## src/rtl/cmu_pkg.sv

```systemverilog
// Shared CPU clock-management definitions: state encodings for the clock-enable FSM,
// also decoded by the debug UART printer.
package cmu_pkg;

    localparam int STATE_W = 2;

    typedef enum logic [STATE_W-1:0] {
        CMU_HALT  = 2'd0,
        CMU_RUN   = 2'd1,
        CMU_STEP  = 2'd2,
        CMU_CYCLE = 2'd3
    } cmu_state_e;

endpackage

```

## src/rtl/cpu_clock_ctl.sv

```systemverilog
// CPU clock management unit: turns debug trigger pulses and CPU halt requests into the
// single CPU clock enable, and counts enabled cycles.
module cpu_clock_ctl
    import cmu_pkg::*;
#(
    parameter bit RESET_HALTED = 1'b1,
    parameter int STEP_TIMEOUT = 255,
    parameter int CNT_W        = 32
) (
    input  logic               clk,
    input  logic               rst,
    input  logic               trig_halt,
    input  logic               trig_unhalt,
    input  logic               trig_step,
    input  logic               trig_cycle,
    input  logic               suppress_clock,
    input  logic               cpu_retire,
    input  logic               cpu_halt_req,
    output logic               cpu_ce,
    output logic               halted,
    output logic [STATE_W-1:0] state,
    output logic               step_timeout,
    output logic [CNT_W-1:0]   en_count
);

    localparam int              SC_W        = $clog2(STEP_TIMEOUT + 1);
    localparam logic [SC_W-1:0] STEP_MAX    = SC_W'(STEP_TIMEOUT);
    localparam cmu_state_e      RESET_STATE = RESET_HALTED ? CMU_HALT : CMU_RUN;

    cmu_state_e      state_r;
    cmu_state_e      next_state_s;
    logic            halted_r;
    logic [SC_W-1:0] step_cnt_r;
    logic [SC_W-1:0] step_cnt_next_s;
    logic [SC_W-1:0] step_cnt_inc_s;
    logic            step_timeout_r;
    logic            step_timeout_next_s;
    logic [CNT_W-1:0] en_count_r;
    logic            cpu_ce_s;

    // Clock enable is the only combinational output: suppress must bite in the same cycle.
    always_comb begin
        cpu_ce_s       = (state_r != CMU_HALT) && !suppress_clock;
        step_cnt_inc_s = step_cnt_r + SC_W'(1);
    end

    // Next-state logic; trigger priority is halt > unhalt > step > cycle > completion.
    always_comb begin
        next_state_s        = state_r;
        step_cnt_next_s     = step_cnt_r;
        step_timeout_next_s = step_timeout_r;
        case (state_r)
            CMU_HALT: begin
                if (trig_halt) begin
                    next_state_s = CMU_HALT;
                end else if (trig_unhalt) begin
                    next_state_s = CMU_RUN;
                end else if (trig_step) begin
                    next_state_s        = CMU_STEP;
                    step_cnt_next_s     = {SC_W{1'b0}};
                    step_timeout_next_s = 1'b0;
                end else if (trig_cycle) begin
                    next_state_s = CMU_CYCLE;
                end else begin
                    next_state_s = CMU_HALT;
                end
            end
            CMU_RUN: begin
                if (trig_halt || (cpu_ce_s && cpu_halt_req)) begin
                    next_state_s = CMU_HALT;
                end else begin
                    next_state_s = CMU_RUN;
                end
            end
            CMU_STEP: begin
                if (trig_halt) begin
                    next_state_s = CMU_HALT;
                end else if (trig_unhalt) begin
                    next_state_s = CMU_RUN;
                end else if (cpu_ce_s && (cpu_retire || cpu_halt_req)) begin
                    next_state_s = CMU_HALT;
                end else if (cpu_ce_s) begin
                    // The counter is only frozen by suppress, never by a retire-less cycle.
                    step_cnt_next_s = step_cnt_inc_s;
                    if (step_cnt_inc_s == STEP_MAX) begin
                        next_state_s        = CMU_HALT;
                        step_timeout_next_s = 1'b1;
                    end else begin
                        next_state_s = CMU_STEP;
                    end
                end else begin
                    next_state_s = CMU_STEP;
                end
            end
            CMU_CYCLE: begin
                if (trig_halt) begin
                    next_state_s = CMU_HALT;
                end else if (trig_unhalt) begin
                    next_state_s = CMU_RUN;
                end else if (cpu_ce_s) begin
                    next_state_s = CMU_HALT;
                end else begin
                    next_state_s = CMU_CYCLE;
                end
            end
            default: begin
                next_state_s = CMU_HALT;
            end
        endcase
    end

    // State, status and enabled-cycle counter registers.
    always_ff @(posedge clk) begin
        if (rst) begin
            state_r        <= RESET_STATE;
            halted_r       <= (RESET_STATE == CMU_HALT);
            step_cnt_r     <= {SC_W{1'b0}};
            step_timeout_r <= 1'b0;
            en_count_r     <= {CNT_W{1'b0}};
        end else begin
            state_r        <= next_state_s;
            halted_r       <= (next_state_s == CMU_HALT);
            step_cnt_r     <= step_cnt_next_s;
            step_timeout_r <= step_timeout_next_s;
            if (cpu_ce_s) begin
                en_count_r <= en_count_r + CNT_W'(1);
            end else begin
                en_count_r <= en_count_r;
            end
        end
    end

    assign cpu_ce       = cpu_ce_s;
    assign halted       = halted_r;
    assign state        = state_r;
    assign step_timeout = step_timeout_r;
    assign en_count     = en_count_r;

endmodule
```

## config.mk

```make
export PLATFORM = sky130hd
export DESIGN_NAME = cpu_clock_ctl
export DESIGN_NICKNAME = d
export VERILOG_FILES = /design/src/rtl/cmu_pkg.sv /design/src/rtl/cpu_clock_ctl.sv
export SDC_FILE = /design/constraint.sdc
export NUM_CORES = 1
export LEC_CHECK = 0
export BUFFER_PORTS_ARGS = -buffer_cell sky130_fd_sc_hd__buf_2
export CAP_MARGIN = 20
export CELL_PAD_IN_SITES_DETAIL_PLACEMENT = 0
export CELL_PAD_IN_SITES_GLOBAL_PLACEMENT = 1
export CORE_AREA = 2 2 78 80
export DETAILED_ROUTE_END_ITERATION = 10
export DIE_AREA = 0 0 80 82
export GPL_TIMING_DRIVEN = 0
export PLACE_DENSITY_LB_ADDON = 0.1
export SETUP_SLACK_MARGIN = 0.02
export SLEW_MARGIN = 20
export SYNTH_ARGS = -nofsm -noshare
export SYNTH_HDL_FRONTEND = slang
export SYNTH_SLANG_ARGS = --single-unit
```

## constraint.sdc

```tcl
create_clock -name clk -period 5.39 [get_ports clk]
set_input_delay 0.2695 -clock clk [delete_from_list [all_inputs] [get_ports clk]]
set_output_delay 0.2695 -clock clk [all_outputs]
set_load 0.03 [all_outputs]
```

# Yosys cells after proc, flatten, opt, wreduce, memory -nomap -nowiden

Cells that the tools add are included.

Bits in registers: 44
Input port bits: 9
Output and inout bits: 37
Logic and storage cells: 62

Add/sub/neg operators: 2
Equal/unequal tests: 12
Mux-type cells: 31
Reductions and logical operators: 12

Operators with widths:

| cell                                                | count |
|---|---|
| two-way mux 8 bit                                   | 7 |
| adder 32 x 1 -> 32 bit, second input constant       | 1 |
| two-way mux 2 bit                                   | 12 |
| != test 2 bit, second input constant                | 8 |
| one-hot mux 8 bit (2 select lines)                  | 1 |
| two-way mux 1 bit                                   | 9 |
| AND reduction 9 bit                                 | 1 |
| adder 8 x 1 -> 8 bit, second input constant         | 1 |
| equality test 8 bit, second input constant          | 1 |
| one-hot mux 2 bit (4 select lines)                  | 1 |
| AND reduction 8 bit                                 | 1 |
| equality test 2 bit, second input constant          | 2 |
| zero test 2 bit                                     | 2 |
| nonzero test 2 bit                                  | 2 |
| logical AND 1 bit                                   | 3 |
| equality test 2 x 1 -> 1 bit, second input constant | 1 |
| logical OR 1 bit                                    | 2 |
| one-hot mux 1 bit (2 select lines)                  | 1 |
| zero test 1 bit                                     | 1 |

# Longest topological paths before layout

Word-level depth: 9
Mapped depth: 7
Gate-level depth less buffers: 6

# Worst setup path after synthesis

OpenSTA, ideal clock, no wires.

Kind: register to register
Start point: register en_count_r[4] (netlist: en_count[4])
End point: register en_count_r[28] (netlist: en_count[28])
Library setup time: 0.070 ns
Arrival: 2.119 ns
Data required time: 5.320 ns
Path slack: 3.200 ns
Stages on the path, launching flop included: 6
Buffers on the path: 1
Clock period less this slack: 2.190 ns
Cell sequence: dfxtp_1 > nand4_2 > or4_1 > buf_2 > or4_1 > a21oi_1

Word-level cells in the longest chain between the ends: 1

Ends and longest elaborated chain:

| item                   | RTL line             | source |
|---|---|---|
| from (decl)            | cpu_clock_ctl.sv:38  | `logic [CNT_W-1:0] en_count_r;` |
| from (signal assigned) | cpu_clock_ctl.sv:119 | `en_count_r <= {CNT_W{1'b0}};` |
| from (signal assigned) | cpu_clock_ctl.sv:126 | `en_count_r <= en_count_r + CNT_W'(1);` |
| from (signal assigned) | cpu_clock_ctl.sv:128 | `en_count_r <= en_count_r;` |
| adder 32 x 1 -> 32 bit | cpu_clock_ctl.sv:126 |  |

No other way between the ends.
A chain may end at the register's enable or synchronous reset.

# Worst setup path in the final report

Start point: register state_r[0] (netlist: state[0])
End point: register step_cnt_r[7]

Word-level cells in the longest chain between the ends: 5
Elaborated cells between the ends (all ways): 15
Those cells by class: eq/ne: 8; mux: 1; reduce/logical: 6

Ends and longest elaborated chain:

| item                                 | RTL line             | source |
|---|---|---|
| from (decl)                          | cpu_clock_ctl.sv:30  | `cmu_state_e state_r;` |
| from (signal assigned)               | cpu_clock_ctl.sv:121 | `state_r <= next_state_s;` |
| nonzero test 2 bit                   | cpu_clock_ctl.sv:43  | `cpu_ce_s = (state_r != CMU_HALT) && !suppress_clock;` |
| logical AND 1 bit                    | cpu_clock_ctl.sv:43  |  |
| logical AND 1 bit                    | cpu_clock_ctl.sv:80  | `end else if (cpu_ce_s && (cpu_retire \|\| cpu_halt_req)) begin` |
| != test 2 bit (no source line)       | -                    |  |
| AND reduction 8 bit (no source line) | -                    |  |
| to (signal assigned)                 | cpu_clock_ctl.sv:117 | `step_cnt_r <= {SC_W{1'b0}};` |
| to (signal assigned)                 | cpu_clock_ctl.sv:123 | `step_cnt_r <= step_cnt_next_s;` |
| to (decl)                            | cpu_clock_ctl.sv:33  | `logic [SC_W-1:0] step_cnt_r;` |

Several ways; a longest one is shown, not always the timed one.

==> key figures <==
Pwr
  • Power Internal: about 500 uW
  • Leakage: a little under 0.001 uW
  • Seq pwr share: ~50%
  • Overall power: 648 uW
  • Combinational fraction of design power: 5.8%
  • Pwr dens: about 250 mW/mm2
  • Sw Ratio: between 20 and 25%
  • Worst vdd ir: 0.0991 mV
  • Clock group share of total power: 43.4%
  • Switching Power: about 140 uW

Timing
  • Endpoints failing setup: 0
  • Hold Vio Cnt, Final: 0
  • Fin crit period: about 2.3 ns
  • Setup Total Neg Slack: 0 ns
  • Worst Clk Skew: ~0.0070 ns
  • Worst-Margin Slew: 0.921 ns
  • Hold slack: between 0.2 and 0.25 ns
  • Unrepaired setup endpoints after global routing: no
  • Slew margin rel.: a little under two fifths
  • Peak Freq: about 0.43 GHz
  • Fin crit share: between 40% and 50%
  • Final Slew Violations: 0

Floorplan
  • Die area: 0.00656 mm2
  • I/O pin cnt: 46
  • Die W: approximately 80 um
  • FP Rows: 28
  • Core area: about 0.0057 mm2
  • Die Y: 82 um
  • Initial Util: 37.6%

Detailed routing
  • First-pass iteration count of the detailed router: 4
  • Post-DRT Antenna Nets: 0
  • Wirelength per Cell: roughly 12 um
  • Residual DRC: 0
  • Via count: between 1500 and 2000
  • WL final: between 4000 and 5000 um
  • DR iter-0 viols: 43
  • Drt via density: approximately 5

Setup path
  • Largest fanout on the critical path: 9
  • Number of cells on the worst reg-to-reg path: 7
  • Element type at the critical path end: register
  • Required @ worst endpoint: around 5.6 ns
  • Crit path buf inv count: 2
  • Crit path arrival time: ~2.5 ns
  • Reg2reg end: step_cnt_r[7]
  • Critical path cell sequence: clkbuf_1, o21bai_2, inv_1, a211oi_1, o21ai_0, nand3b_1, o31ai_1
  • R2R Setup Slk: 3.07 ns
  • Setup Crit Path Kind: reg -> reg
  • CP max stage cell: a211oi_1
  • Reg2reg start: state[0]
  • CP delay by family, top: compound AO/OA/AOI/OAI gates
  • CP peak stage delay: approximately 0.78 ns
  • Critical path launch point type: register

Clock tree
  • Setup Buffers After CTS: 0
  • Clock slew at reported path FFs: ~0.08 ns
  • Root Driver: clkbuf_8
  • CTS tree: built
  • Clock Latency Late Sink: 0.30 ns
  • Post-CTS Hold Fix Bufs: 0
  • Clk sinks: 44
  • CTS max path bufs: 2
  • PostCTS Resize Cnt: 0
  • CTS Buf Count: 5
  • CTS H-tree lvls: 2

Logic synthesis
  • Count of synthesis-stage warnings from yosys: 0
  • Post-synth net total: roughly 280
  • Top cells by area, synth: dfxtp_1 (41%), xnor2_1 (7.7%), nor2_1 (6.4%)
  • Syn Area/Cell: slightly above 8 um2
  • Number of synthesized flops with an enable pin: 0
  • Async set-reset flop share out of synthesis: 0%
  • Synthesized flop and latch total: between 40 and 50
  • Top-area cell type share of the netlist area: between 40% and 50%
  • Post-Synthesis Cells: between 200 and 300
  • Yosys cell types: 40
  • Sequential area share after synthesis: 40.8%
  • Yosys top cell by area: dfxtp_1
  • Main synth FF type: dfxtp_1
  • Cell Area, Synth: ~0.0022 mm2

Min path
  • Hold Crit Endpoint: state[0]
  • Worst Hold Class: in -> reg
  • Hold Crit Depth: 2
  • Hold Startpoint: trig_halt

Final layout
  • Register area: ~880 um2
  • Most frequent cells in the layout: buf_2 (46), dfxtp_1 (44), nor2_1 (37), xnor2_1 (19), nand2_1 (16)
  • Diode count: 0
  • P&R area growth vs syn: 20.4%
  • Area of the multi-input gates: approximately 0.0012 mm2
  • Layout cells sized above 1: between 10% and 20%
  • Layout Nets: 326
  • Fillers: a little under 600
  • Most common library cell in the layout ignoring fill and taps: buf_2

Global route
  • GRT Total Usage: 16.2%
  • Largest net degree at the start of global routing: 14
  • Initial antenna violation count: 0
  • First-pass GRT wire length: ~8300 um
  • Number of global-route vias before repair: between 1500 and 2000
  • Grt ovf: 0

Placement
  • Final GP Congestion: ~0.73
  • Port Buffers: 44
  • DP HPWL: about 3500 um

Status
  • Status: finished clean

Flow run
  • Max-Cap Viols: 0
## worst reg2reg max path, cell delays in order (launching register included)
cell,delay [ns]
dfxtp_1,0.31
clkbuf_1,0.17
o21bai_2,0.31
inv_1,0.20
a211oi_1,0.78
o21ai_0,0.23
nand3b_1,0.14
o31ai_1,0.07
## final cells by class
type / count / area share [%]
well taps: 75 / 3.61
clock inverters: 1 / 1.15
inverters: 11 / 1.59
plain buffers: 11 / 1.68
repair buffers: 44 / 8.47
multi-input cells: 197 / 45.9
clock buffers: 7 / 3.70
flip-flops and latches: 44 / 33.9
## cells in the mapped netlist, types with 2 or more instances
library cell and instances:
a2111oi_0 2, nand4_2 2, nand3_1 12, nand2_1 16
xnor2_1 19, nand2b_1 7, a211o_1 2, nor3_1 12
a21oi_1 12, o21bai_1 2, nand4_1 7, xor2_1 5
inv_1 11, a211oi_1 2, or2_2 3, dfxtp_1 44
or3_1 5, nor2_1 37, o21ai_0 14, and2_1 2
o31ai_1 5, nor3b_1 2, buf_2 2, or4_1 5
nor4_1 4, and3_1 2, nand3b_1 4, ha_1 3
clkbuf_1 9
## cell families after synthesis
logic type                 after synthesis  share of synthesized area (%)
and+or+nand+nor                        123                           29.7
AOI/OAI and AO/OA                       46                           13.7
DFF                                     44                           40.8
xor gates and xnor gates                24                           9.73
buffers and inverters                   22                           3.94
adders and majority gates                3                           1.74
muxes                                    1                          0.463
## power groups by stage
stage               sequential (uW)  combinational, uW  clock (uW)
floorplan                       342               20.0           0
global placement                337               38.6           0
detailed placement              337               37.9           0
CTS                             329               38.2         287
global route                    330               41.8         299
finish                          329               37.5         281
## stage by stage
step	setup WS, ns	instances	utilization (%)	instance area [um2]
2_1_floorplan	3.20	263	-	2160
3_3_place_gp	3.02	382	43.1	2470
3_5_place_dp	3.06	382	43.1	2470
4_1_cts	3.05	390	45.3	2600
5_1_grt	2.80	390	45.3	2600
6_report	3.07	390	45.3	2600
## registers in the layout (all words and copies together), names as in the netlist
signal	flops
step_timeout	1
step_cnt_r	8
en_count	32
halted	1
state	2
## worst max-delay path by stage
stage | start | to | slack (ns) | depth (start not counted)
after floorplan | en_count[4] | en_count[28] | 3.20 | 5
after global placement | state[0] | step_cnt_r[7] | 3.02 | 7
after detailed placement | state[0] | step_cnt_r[2] | 3.06 | 7
after CTS | state[0] | step_cnt_r[7] | 3.05 | 7
after global routing | state[0] | step_cnt_r[7] | 2.80 | 7
final | state[0] | step_cnt_r[7] | 3.07 | 7
## metal layers
metal | track usage [%] | wire, um
met1 | 22.9 | 2530
met3 | 4.18 | 210
met2 | 23.7 | 2040
met4 | 5.59 | 70
met5 | 0 | 0
Note: power is estimated with default switching activity, not from simulation.
